$ cat src/rtl/wb_arbiter_rr2_if.sv
`default_nettype none
// ============================================================================
// Module   : wb_arbiter_rr2_if
// Brief    : Bus bundle for the two-master / one-slave Wishbone arbiter.
// Revision : 1.0 - initial release
// ============================================================================
interface wb_arbiter_rr2_if;
    logic        m0_cyc_i, m1_cyc_i;
    logic        m0_stb_i, m1_stb_i;
    logic        m0_we_i,  m1_we_i;
    logic [31:0] m0_adr_i, m1_adr_i;
    logic [3:0]  m0_sel_i, m1_sel_i;
    logic [31:0] m0_dat_i, m1_dat_i;
    logic        m0_ack_o, m1_ack_o;
    logic        m0_err_o, m1_err_o;
    logic        m0_rty_o, m1_rty_o;
    logic [31:0] m0_dat_o, m1_dat_o;
    logic        s_cyc_o, s_stb_o, s_we_o;
    logic [31:0] s_adr_o;
    logic [3:0]  s_sel_o;
    logic [31:0] s_dat_o;
    logic [31:0] s_dat_i;
    logic        s_ack_i, s_err_i, s_rty_i;
    logic [1:0]  gnt_o;
    logic        timeout_o;

    // Arbiter side.
    modport slave (
        input  m0_cyc_i, m1_cyc_i, m0_stb_i, m1_stb_i, m0_we_i, m1_we_i,
        input  m0_adr_i, m1_adr_i, m0_sel_i, m1_sel_i, m0_dat_i, m1_dat_i,
        input  s_dat_i, s_ack_i, s_err_i, s_rty_i,
        output m0_ack_o, m1_ack_o, m0_err_o, m1_err_o, m0_rty_o, m1_rty_o,
        output m0_dat_o, m1_dat_o,
        output s_cyc_o, s_stb_o, s_we_o, s_adr_o, s_sel_o, s_dat_o,
        output gnt_o, timeout_o
    );

    // Environment side: both masters and the shared slave.
    modport master (
        output m0_cyc_i, m1_cyc_i, m0_stb_i, m1_stb_i, m0_we_i, m1_we_i,
        output m0_adr_i, m1_adr_i, m0_sel_i, m1_sel_i, m0_dat_i, m1_dat_i,
        output s_dat_i, s_ack_i, s_err_i, s_rty_i,
        input  m0_ack_o, m1_ack_o, m0_err_o, m1_err_o, m0_rty_o, m1_rty_o,
        input  m0_dat_o, m1_dat_o,
        input  s_cyc_o, s_stb_o, s_we_o, s_adr_o, s_sel_o, s_dat_o,
        input  gnt_o, timeout_o
    );
endinterface
`default_nettype wire

$ cat src/rtl/wb_arbiter_rr2.sv
`default_nettype none
// ============================================================================
// Module   : wb_arbiter_rr2
// Brief    : Round-robin, CYC-locked two-master Wishbone arbiter with watchdog.
// Revision : 1.0 - initial release
// ============================================================================
module wb_arbiter_rr2 #(
    parameter int TIMEOUT_CYCLES = 64
) (
    input  wire logic         clk,
    input  wire logic         reset,
    wb_arbiter_rr2_if.slave   bus
);
    localparam int CW = (TIMEOUT_CYCLES > 0) ? $clog2(TIMEOUT_CYCLES + 1) : 1;
    localparam logic [CW-1:0] C_THRESH = CW'(TIMEOUT_CYCLES);

    localparam logic [1:0] S_IDLE = 2'b00;
    localparam logic [1:0] S_GNT0 = 2'b01;
    localparam logic [1:0] S_GNT1 = 2'b10;

    logic [1:0]    state_q, state_d;
    logic          last_q, last_d;
    logic [CW-1:0] cnt_q, cnt_d;

    logic          own0, own1;
    logic          own_cyc, own_stb, own_we;
    logic [31:0]   own_adr, own_dat;
    logic [3:0]    own_sel;
    logic          rsp_any, at_thresh, forced;
    logic          route_ack, route_err, route_rty;

    always_comb begin
        own0      = (state_q == S_GNT0);
        own1      = (state_q == S_GNT1);
        own_cyc   = (own0 & bus.m0_cyc_i) | (own1 & bus.m1_cyc_i);
        own_stb   = (own0 & bus.m0_stb_i) | (own1 & bus.m1_stb_i);
        own_we    = (own0 & bus.m0_we_i)  | (own1 & bus.m1_we_i);
        own_adr   = ({32{own0}} & bus.m0_adr_i) | ({32{own1}} & bus.m1_adr_i);
        own_sel   = ({4{own0}}  & bus.m0_sel_i) | ({4{own1}}  & bus.m1_sel_i);
        own_dat   = ({32{own0}} & bus.m0_dat_i) | ({32{own1}} & bus.m1_dat_i);
        rsp_any   = bus.s_ack_i | bus.s_err_i | bus.s_rty_i;
        // The strobe mask depends only on the count so there is no stb->ack->stb loop.
        at_thresh = (TIMEOUT_CYCLES > 0) && (cnt_q == C_THRESH);
        forced    = at_thresh & own_cyc & own_stb & ~rsp_any;
        route_ack = bus.s_ack_i & ~forced;
        route_err = bus.s_err_i | forced;
        route_rty = bus.s_rty_i & ~forced;
    end

    assign bus.s_cyc_o   = own_cyc;
    assign bus.s_stb_o   = own_stb & ~at_thresh;
    assign bus.s_we_o    = own_we;
    assign bus.s_adr_o   = own_adr;
    assign bus.s_sel_o   = own_sel;
    assign bus.s_dat_o   = own_dat;
    assign bus.m0_ack_o  = own0 & route_ack;
    assign bus.m0_err_o  = own0 & route_err;
    assign bus.m0_rty_o  = own0 & route_rty;
    assign bus.m1_ack_o  = own1 & route_ack;
    assign bus.m1_err_o  = own1 & route_err;
    assign bus.m1_rty_o  = own1 & route_rty;
    assign bus.m0_dat_o  = bus.s_dat_i;
    assign bus.m1_dat_o  = bus.s_dat_i;
    assign bus.gnt_o     = state_q;
    assign bus.timeout_o = forced;

    always_comb begin
        state_d = state_q;
        last_d  = last_q;
        case (state_q)
            S_IDLE: begin
                // On a tie the master that did not win last time is served.
                if (bus.m0_cyc_i && (!bus.m1_cyc_i || last_q)) begin
                    state_d = S_GNT0;
                    last_d  = 1'b0;
                end else if (bus.m1_cyc_i) begin
                    state_d = S_GNT1;
                    last_d  = 1'b1;
                end
            end
            S_GNT0: begin
                if (!bus.m0_cyc_i) begin
                    if (bus.m1_cyc_i) begin
                        state_d = S_GNT1;
                        last_d  = 1'b1;
                    end else begin
                        state_d = S_IDLE;
                    end
                end
            end
            S_GNT1: begin
                if (!bus.m1_cyc_i) begin
                    if (bus.m0_cyc_i) begin
                        state_d = S_GNT0;
                        last_d  = 1'b0;
                    end else begin
                        state_d = S_IDLE;
                    end
                end
            end
            default: state_d = S_IDLE;
        endcase
    end

    always_comb begin
        cnt_d = '0;
        if ((TIMEOUT_CYCLES > 0) && (state_d == state_q) && own_cyc && own_stb
            && !rsp_any && !at_thresh) begin
            cnt_d = cnt_q + CW'(1);
        end
    end

    always_ff @(posedge clk) begin
        if (reset) begin
            state_q <= S_IDLE;
            last_q  <= 1'b1;
            cnt_q   <= '0;
        end else begin
            state_q <= state_d;
            last_q  <= last_d;
            cnt_q   <= cnt_d;
        end
    end
endmodule
`default_nettype wire

$ cat src/flat_wrapper.sv
// flat-port wrapper written by rule: the top's interface ports become plain ports
module wb_arbiter_rr2_flat 
#(
    parameter int TIMEOUT_CYCLES = 64
)
  (clk, reset, bus_m0_cyc_i, bus_m1_cyc_i, bus_m0_stb_i, bus_m1_stb_i, bus_m0_we_i, bus_m1_we_i, bus_m0_adr_i, bus_m1_adr_i, bus_m0_sel_i, bus_m1_sel_i, bus_m0_dat_i, bus_m1_dat_i, bus_s_dat_i, bus_s_ack_i, bus_s_err_i, bus_s_rty_i, bus_m0_ack_o, bus_m1_ack_o, bus_m0_err_o, bus_m1_err_o, bus_m0_rty_o, bus_m1_rty_o, bus_m0_dat_o, bus_m1_dat_o, bus_s_cyc_o, bus_s_stb_o, bus_s_we_o, bus_s_adr_o, bus_s_sel_o, bus_s_dat_o, bus_gnt_o, bus_timeout_o);
  wb_arbiter_rr2_if bus_i ();
  input  wire logic clk;
  input  wire logic reset;
  input wire logic [$bits(bus_i.m0_cyc_i)-1:0] bus_m0_cyc_i;
  input wire logic [$bits(bus_i.m1_cyc_i)-1:0] bus_m1_cyc_i;
  input wire logic [$bits(bus_i.m0_stb_i)-1:0] bus_m0_stb_i;
  input wire logic [$bits(bus_i.m1_stb_i)-1:0] bus_m1_stb_i;
  input wire logic [$bits(bus_i.m0_we_i)-1:0] bus_m0_we_i;
  input wire logic [$bits(bus_i.m1_we_i)-1:0] bus_m1_we_i;
  input wire logic [$bits(bus_i.m0_adr_i)-1:0] bus_m0_adr_i;
  input wire logic [$bits(bus_i.m1_adr_i)-1:0] bus_m1_adr_i;
  input wire logic [$bits(bus_i.m0_sel_i)-1:0] bus_m0_sel_i;
  input wire logic [$bits(bus_i.m1_sel_i)-1:0] bus_m1_sel_i;
  input wire logic [$bits(bus_i.m0_dat_i)-1:0] bus_m0_dat_i;
  input wire logic [$bits(bus_i.m1_dat_i)-1:0] bus_m1_dat_i;
  input wire logic [$bits(bus_i.s_dat_i)-1:0] bus_s_dat_i;
  input wire logic [$bits(bus_i.s_ack_i)-1:0] bus_s_ack_i;
  input wire logic [$bits(bus_i.s_err_i)-1:0] bus_s_err_i;
  input wire logic [$bits(bus_i.s_rty_i)-1:0] bus_s_rty_i;
  output wire logic [$bits(bus_i.m0_ack_o)-1:0] bus_m0_ack_o;
  output wire logic [$bits(bus_i.m1_ack_o)-1:0] bus_m1_ack_o;
  output wire logic [$bits(bus_i.m0_err_o)-1:0] bus_m0_err_o;
  output wire logic [$bits(bus_i.m1_err_o)-1:0] bus_m1_err_o;
  output wire logic [$bits(bus_i.m0_rty_o)-1:0] bus_m0_rty_o;
  output wire logic [$bits(bus_i.m1_rty_o)-1:0] bus_m1_rty_o;
  output wire logic [$bits(bus_i.m0_dat_o)-1:0] bus_m0_dat_o;
  output wire logic [$bits(bus_i.m1_dat_o)-1:0] bus_m1_dat_o;
  output wire logic [$bits(bus_i.s_cyc_o)-1:0] bus_s_cyc_o;
  output wire logic [$bits(bus_i.s_stb_o)-1:0] bus_s_stb_o;
  output wire logic [$bits(bus_i.s_we_o)-1:0] bus_s_we_o;
  output wire logic [$bits(bus_i.s_adr_o)-1:0] bus_s_adr_o;
  output wire logic [$bits(bus_i.s_sel_o)-1:0] bus_s_sel_o;
  output wire logic [$bits(bus_i.s_dat_o)-1:0] bus_s_dat_o;
  output wire logic [$bits(bus_i.gnt_o)-1:0] bus_gnt_o;
  output wire logic [$bits(bus_i.timeout_o)-1:0] bus_timeout_o;
  assign bus_i.m0_cyc_i = bus_m0_cyc_i;
  assign bus_i.m1_cyc_i = bus_m1_cyc_i;
  assign bus_i.m0_stb_i = bus_m0_stb_i;
  assign bus_i.m1_stb_i = bus_m1_stb_i;
  assign bus_i.m0_we_i = bus_m0_we_i;
  assign bus_i.m1_we_i = bus_m1_we_i;
  assign bus_i.m0_adr_i = bus_m0_adr_i;
  assign bus_i.m1_adr_i = bus_m1_adr_i;
  assign bus_i.m0_sel_i = bus_m0_sel_i;
  assign bus_i.m1_sel_i = bus_m1_sel_i;
  assign bus_i.m0_dat_i = bus_m0_dat_i;
  assign bus_i.m1_dat_i = bus_m1_dat_i;
  assign bus_i.s_dat_i = bus_s_dat_i;
  assign bus_i.s_ack_i = bus_s_ack_i;
  assign bus_i.s_err_i = bus_s_err_i;
  assign bus_i.s_rty_i = bus_s_rty_i;
  assign bus_m0_ack_o = bus_i.m0_ack_o;
  assign bus_m1_ack_o = bus_i.m1_ack_o;
  assign bus_m0_err_o = bus_i.m0_err_o;
  assign bus_m1_err_o = bus_i.m1_err_o;
  assign bus_m0_rty_o = bus_i.m0_rty_o;
  assign bus_m1_rty_o = bus_i.m1_rty_o;
  assign bus_m0_dat_o = bus_i.m0_dat_o;
  assign bus_m1_dat_o = bus_i.m1_dat_o;
  assign bus_s_cyc_o = bus_i.s_cyc_o;
  assign bus_s_stb_o = bus_i.s_stb_o;
  assign bus_s_we_o = bus_i.s_we_o;
  assign bus_s_adr_o = bus_i.s_adr_o;
  assign bus_s_sel_o = bus_i.s_sel_o;
  assign bus_s_dat_o = bus_i.s_dat_o;
  assign bus_gnt_o = bus_i.gnt_o;
  assign bus_timeout_o = bus_i.timeout_o;
  wb_arbiter_rr2 #(.TIMEOUT_CYCLES(TIMEOUT_CYCLES)) u_core (.clk(clk), .reset(reset), .bus(bus_i));
endmodule
$ cat config.mk
export PLATFORM = sky130hd
export DESIGN_NAME = wb_arbiter_rr2_flat
export DESIGN_NICKNAME = d
export VERILOG_FILES = /design/src/rtl/wb_arbiter_rr2_if.sv /design/src/rtl/wb_arbiter_rr2.sv /design/src/flat_wrapper.sv
export SDC_FILE = /design/constraint.sdc
export NUM_CORES = 1
export LEC_CHECK = 0
export ABC_AREA = 0
export BUFFER_PORTS_ARGS = -buffer_cell sky130_fd_sc_hd__buf_2
export CAP_MARGIN = 20
export CORE_AREA = 5 5 124 126
export DETAILED_ROUTE_END_ITERATION = 10
export DIE_AREA = 0 0 129 131
export GPL_ROUTABILITY_DRIVEN = 0
export SYNTH_ARGS = -nofsm -noshare
export SYNTH_HDL_FRONTEND = slang
export SYNTH_SLANG_ARGS = --single-unit
$ cat constraint.sdc
create_clock -name clk -period 3.7 [get_ports clk]
set_input_delay 0.37 -clock clk [delete_from_list [all_inputs] [get_ports clk]]
set_output_delay 0.37 -clock clk [all_outputs]
set_load 0.05 [all_outputs]
After elaboration in Yosys (flattened, before gate mapping)
Cells that the tools add are included.
{"block": "totals", "register_bits": 10, "latchBits": 0, "ram_bits": 0, "romBits": 0, "out_inout_bits": 144, "elab_cells": 74, "mem_count": 0}
{"block": "op_classes", "add_sub_neg": 1, "n_mul": 0, "div": 0, "order_cmp": 0, "n_eq_ne": 7, "shift": 0, "mux": 13, "bitwise_logic": 37, "n_reduce_logical": 13}
{"op": "$and 32x32->32", "n": 4}
{"op": "$or 32x32->32", "n": 2}
{"op": "$and 1x1->1", "n": 18}
{"op": "$mux 2", "n": 5}
{"op": "$and 4x4->4", "n": 2}
{"op": "$add 7x1->7 const B", "n": 1}
{"op": "$eq 7x7->1 const B", "n": 1}
{"op": "$mux 1", "n": 6}
{"op": "$ne 2x2->1 const B", "n": 3}
{"op": "$or 1x1->1", "n": 6}
{"op": "$pmux 2 s3", "n": 1}
{"op": "$logic_and 1x1->1", "n": 5}
{"op": "$not 1->1", "n": 4}
{"op": "$or 4x4->4", "n": 1}
{"op": "$reduce_and 4->1", "n": 1}
{"op": "$logic_not 1->1", "n": 3}
{"op": "$pmux 1 s3", "n": 1}
{"op": "$reduce_bool 3->1", "n": 1}
{"op": "$eq 2x1->1 const B", "n": 1}
{"op": "$eq 2x2->1", "n": 1}
{"op": "$eq 2x2->1 const B", "n": 1}
{"op": "$logic_not 2->1", "n": 1}
{"op": "$reduce_or 2->1", "n": 1}
{"op": "$logic_or 1x1->1", "n": 1}

Depth between registers and ports, before layout
{"block": "depth", "word_depth": 12, "mapped_depth": 7, "ltp_nobuf": 6}

Least setup slack after synthesis
No wires, ideal clock.
{"block": "synth_path", "kind": "register to output", "from": "reg u_core.state_q[0] (netlist: u_core.bus.gnt_o[0])", "to": "out bus_m0_err_o", "arrival_time_ns": 2.289, "t_required_ns": 3.330, "setup_slack_ns": 1.041, "path_stages_with_launch": 5, "n_path_buf": 2, "cell_sequence": "dfxtp_1 > ha_1 > clkbuf_1 > clkbuf_1 > nor2b_1"}
{"block": "synth_via", "elab_chain_len": 8}
{"element": "start: declaration", "line": "wb_arbiter_rr2.sv:21", "text": "logic [1:0] state_q, state_d;"}
{"element": "start signal: assignment", "line": "wb_arbiter_rr2.sv:119", "text": "state_q <= state_d;"}
{"element": "$eq 2x1->1 or $eq 2x2->1 (tied branches)", "line": "wb_arbiter_rr2.sv:33, wb_arbiter_rr2.sv:34"}
{"element": "$and 1x1->1", "line": "wb_arbiter_rr2.sv:35", "text": "own_cyc = (own0 & bus.m0_cyc_i) | (own1 & bus.m1_cyc_i);"}
{"element": "$or 1x1->1", "line": "wb_arbiter_rr2.sv:35"}
{"element": "$and 1x1->1 (3 in a row)", "line": "wb_arbiter_rr2.sv:44", "text": "forced = at_thresh & own_cyc & own_stb & ~rsp_any;"}
{"element": "$or 1x1->1", "line": "wb_arbiter_rr2.sv:46", "text": "route_err = bus.s_err_i | forced;"}
{"element": "$and 1x1->1 (*)", "line": "wb_arbiter_rr2.sv:57", "text": "assign bus.m0_err_o = own0 & route_err;"}
{"element": "end: declaration", "line": "flat_wrapper.sv:28", "text": "output wire logic [$bits(bus_i.m0_err_o)-1:0] bus_m0_err_o;"}
Mark *: on every way between the ends. The rest lies on a longest branch, timed or not.

Worst setup path after layout
Same ends and word-level chain as after synthesis.

==> impl_metrics.py <==
metrics = {
    "drt": {
        "detailroute.wirelength.met2_um": 4720,
        "routed.top_layer": "met5",
        "detailroute.wirelength.met3_um": 951,
        "route.final.wire_length_um": 9360,
        "drc": 0,
        "drt_iter0_drc": 138,
        "wl_met1_um": 3610,
        "drt.antenna.violating_nets": 0,
        "vias": 2379,
        "vias_per_cell": 4.11,
        "avgRoutedWirePerCell_um": 16.2,
        "first_pass_iters": 4,
    },
    "clocking": {
        "cts.htree.levels": 1,
        "cts_tree": "done",
        "cts_setup_buffers": 0,
        "tritoncts_num_sinks": 10,
        "clock_tree.buffer_depth": 2,
        "clkTransAtPathRegs_ps": 40,
        "cts.root.buffer_cell": "clkbuf_16",
        "hold_buffer_count_at_cts": 0,
        "clk-insertion-delay-late_ps": 240,
        "cts.repair.resized": 0,
        "cts_buffers": 3,
    },
    "setup_path": {
        "timing.critical_path.max_delay_family": "buffers and inverters",
        "crit_path_start": "u_core.bus.gnt_o[0]",
        "cp-end-kind": "primary output",
        "crit_required_ps": 3330,
        "setup.reg_to_reg.worst_slack_ps": 1250,
        "cp.arrival_ps": 2310,
        "worst-path-buf-inv": 3,
        "critical_path_cell_count": 8,
        "worstPathCellList": "inv_1 > ha_2 > buf_12 > a22oi_2 > nor4_1 > a21oi_1 > nor2b_1 > buf_2",
        "crit_path_max_fanout": 76,
        "timing.reg2reg.worst_path_depth": 7,
        "largest_stage_delay_worst_path_ps": 370,
        "critPathSlowestCell": "dfxtp_1",
        "worstSetupStartpointType": "flip-flop",
        "r2r_start": "u_core.bus.gnt_o[0]",
        "worstReg2RegEnd": "u_core.cnt_q[4]",
        "worst_setup_path_endpoint": "bus_m0_err_o",
        "setup.worst_path.class": "reg2out",
    },
    "cells_and_area": {
        "num-fill-cells": 1656,
        "final-seq-area_um2": 200,
        "finish.utilization_pct": 20.0,
        "nNetsFinal": 582,
        "final_area_um2": 2840,
        "final_cell_count_no_fill": 579,
        "syn2layout_area_growth_pct": 48.9,
        "multiInputGateArea_um2": 1130,
        "drive_gt1_share_pct": 61.4,
    },
    "logic_synthesis": {
        "synth.top_cells.by_count": "69 x a22o_1, 64 x buf_4, 16 x clkbuf_1",
        "async_flop_share_pct": 0,
        "synth_top_cell_by_area": "a22o_1",
        "synthDistinctLibCells": 37,
        "yosysMostFrequentCell": "a22o_1",
        "post-synth-top-area-fraction_pct": 31.7,
        "syn_inst": 243,
        "yosys_warnings": 0,
        "synth.ff_latch_count": 10,
        "synth_area_per_cell_um2": 7.84,
        "ys.flop_type": "dfxtp_1",
        "mappedNetlistArea_um2": 1910,
        "yosys-top-cells-area": "a22o_1 32%, buf_4 25%, dfxtp_1 11%, ha_1 4.6%, clkbuf_1 3.2%",
        "synth_enable_flop_cells": 0,
        "synth_fp_nets": 429,
        "synth.yosys.seq_area_share_pct": 10.5,
    },
    "floorplan": {
        "rows": 44,
        "initial_core_util_pct": 13.4,
        "fp.dieArea_um2": 16900,
        "design.core.area_um2": 14200,
        "die_width_um": 129,
        "fp.dieH_um": 131,
        "io_pins": 323,
    },
    "pwr": {
        "internal_power_mw": 0.558,
        "share_seq_of_total_power_pct": 8.9,
        "clock_power_share_pct": 13.3,
        "combinationalPowerShare_pct": 77.7,
        "p_leak_nw": 1.58,
        "fraction_of_power_spent_switching_nets_pct": 61.1,
        "sw_power_mw": 0.877,
        "power_density_nw_per_um2": 506,
        "power.ir.vdd_worst_mv": 0.217,
    },
    "sta": {
        "timing.final.setup_violations": 0,
        "fmaxAchievable_mhz": 373,
        "tns_ps": 0,
        "maxSlewHeadroom_pct": 52.4,
        "max_slew_violation_total_from_the_final_report": 0,
        "rsz0062_at_grt": "no",
        "worst-slew-pin-transition_ps": 694,
        "hold_violations": 0,
        "layout_worst_path_cycle_share_pct": 72.4,
        "post-route-min-period_ps": 2680,
        "hold_slack_ps": 365,
        "setup_skew_after_layout_ps": 2.18,
    },
    "placement": {
        "post-dp-hpwl_um": 8210,
        "placed_cells": 575,
        "port_buffers": 226,
        "dpl_cell_area_um2": 2760,
    },
    "global_routing": {
        "grt_overflow_total": 0,
        "global_route.usage.total_pct": 9.80,
        "grt_pass1_wl_um": 13000,
        "grt_start_max_net_pins": 77,
        "vias_in_the_first_global_route": 2272,
        "number_of_antenna_violations_at_the_first_check_in_global_routing": 3,
    },
    "job": {
        "cap_violations": 0,
    },
    "min_path": {
        "hold_class": "in2reg",
    },
    "outcome": {
        "outcome": "finished, final reports clean",
    },
}
-- state kept, by name, indices dropped and copies added, names as in the netlist --
signal            flops
u_core.cnt_q          7
u_core.bus.gnt_o      2
u_core.last_q         1
-- cells by family (layout without fill, tap and decap cells) --
family	count (synthesis)	in the layout	synth area share, %
simple gates	45	45	14.4
fa+ha+maj	7	7	4.60
flops	10	10	10.5
buf+inv	90	241	30.3
xor+xnor	5	5	2.30
other cells	0	1	0
compound gates	85	85	37.4
mux	1	1	0.525
-- worst min path at each step --
stage	start	end	slack (ps)	cells after the start
CTS	reset	u_core.bus.gnt_o[1]	360	2
floorplan	reset	u_core.bus.gnt_o[0]	450	1
detailed placement	u_core.cnt_q[0]	u_core.cnt_q[0]	480	1
global route	reset	u_core.bus.gnt_o[0]	400	2
global placement	u_core.cnt_q[0]	u_core.cnt_q[0]	480	1
finish	reset	u_core.bus.gnt_o[1]	360	2
-- metal layers --
| metal | vias to the layer above | GRT usage [%] |
|---|---|---|
| li1 | 1147 | - |
| met1 | 1064 | 11.9 |
| met2 | 155 | 17.3 |
| met3 | 9 | 3.21 |
| met4 | 4 | 1.42 |
| met5 | - | 0 |
-- stage by stage --
stage | setup WS [ps] | total power, mW
after global routing | 829 | 1.50
final | 1020 | 1.44
after floorplan | 1040 | 1.13
after CTS | 986 | 1.45
after global placement | 1250 | 1.25
after detailed placement | 1240 | 1.25
-- layout by cell type, fill, tap and decap left out, drive strengths merged, types with 2 or more instances in the layout --
cell type    n
or2          2
o21ai        3
ha           7
and2         5
clkbuf       3
a22oi        2
xnor2        3
xor2         2
buf        228
a22o        69
nor2b        3
a21oi        6
nand3        3
nor4         5
nor2         6
inv         10
dfxtp       10
nand2        5
or3          2
nor3         7
-- worst reg2reg max path, delay by kind of cell (launching register included) --
family                   cells  cell delay, ps
AND/OR/NAND/NOR              3            1180
adder cells (fa/ha/maj)      1             210
AO/OA/AOI/OAI                1             180
buffers and inverters        2             420
flip-flops                   1             370
-- cell type report --
class                      count  share of cell area [%]
sequential                    10                    7.06
timing repair buffer         228                    40.8
tap                          184                    8.12
clock buffer                   3                    2.65
inverter                      10                    1.32
antenna                        1                  0.0882
multi-input combinational    143                    39.9
-- power groups by stage --
stage          Combinational, mW  Sequential, mW  Clock (mW)
2_1_floorplan              0.993           0.140           0
3_3_place_gp                1.12           0.129           0
3_5_place_dp                1.12           0.130           0
4_1_cts                     1.12           0.128       0.195
5_1_grt                     1.17           0.130       0.200
6_report                    1.12           0.128       0.192
(Power assumes the default switching activity.)
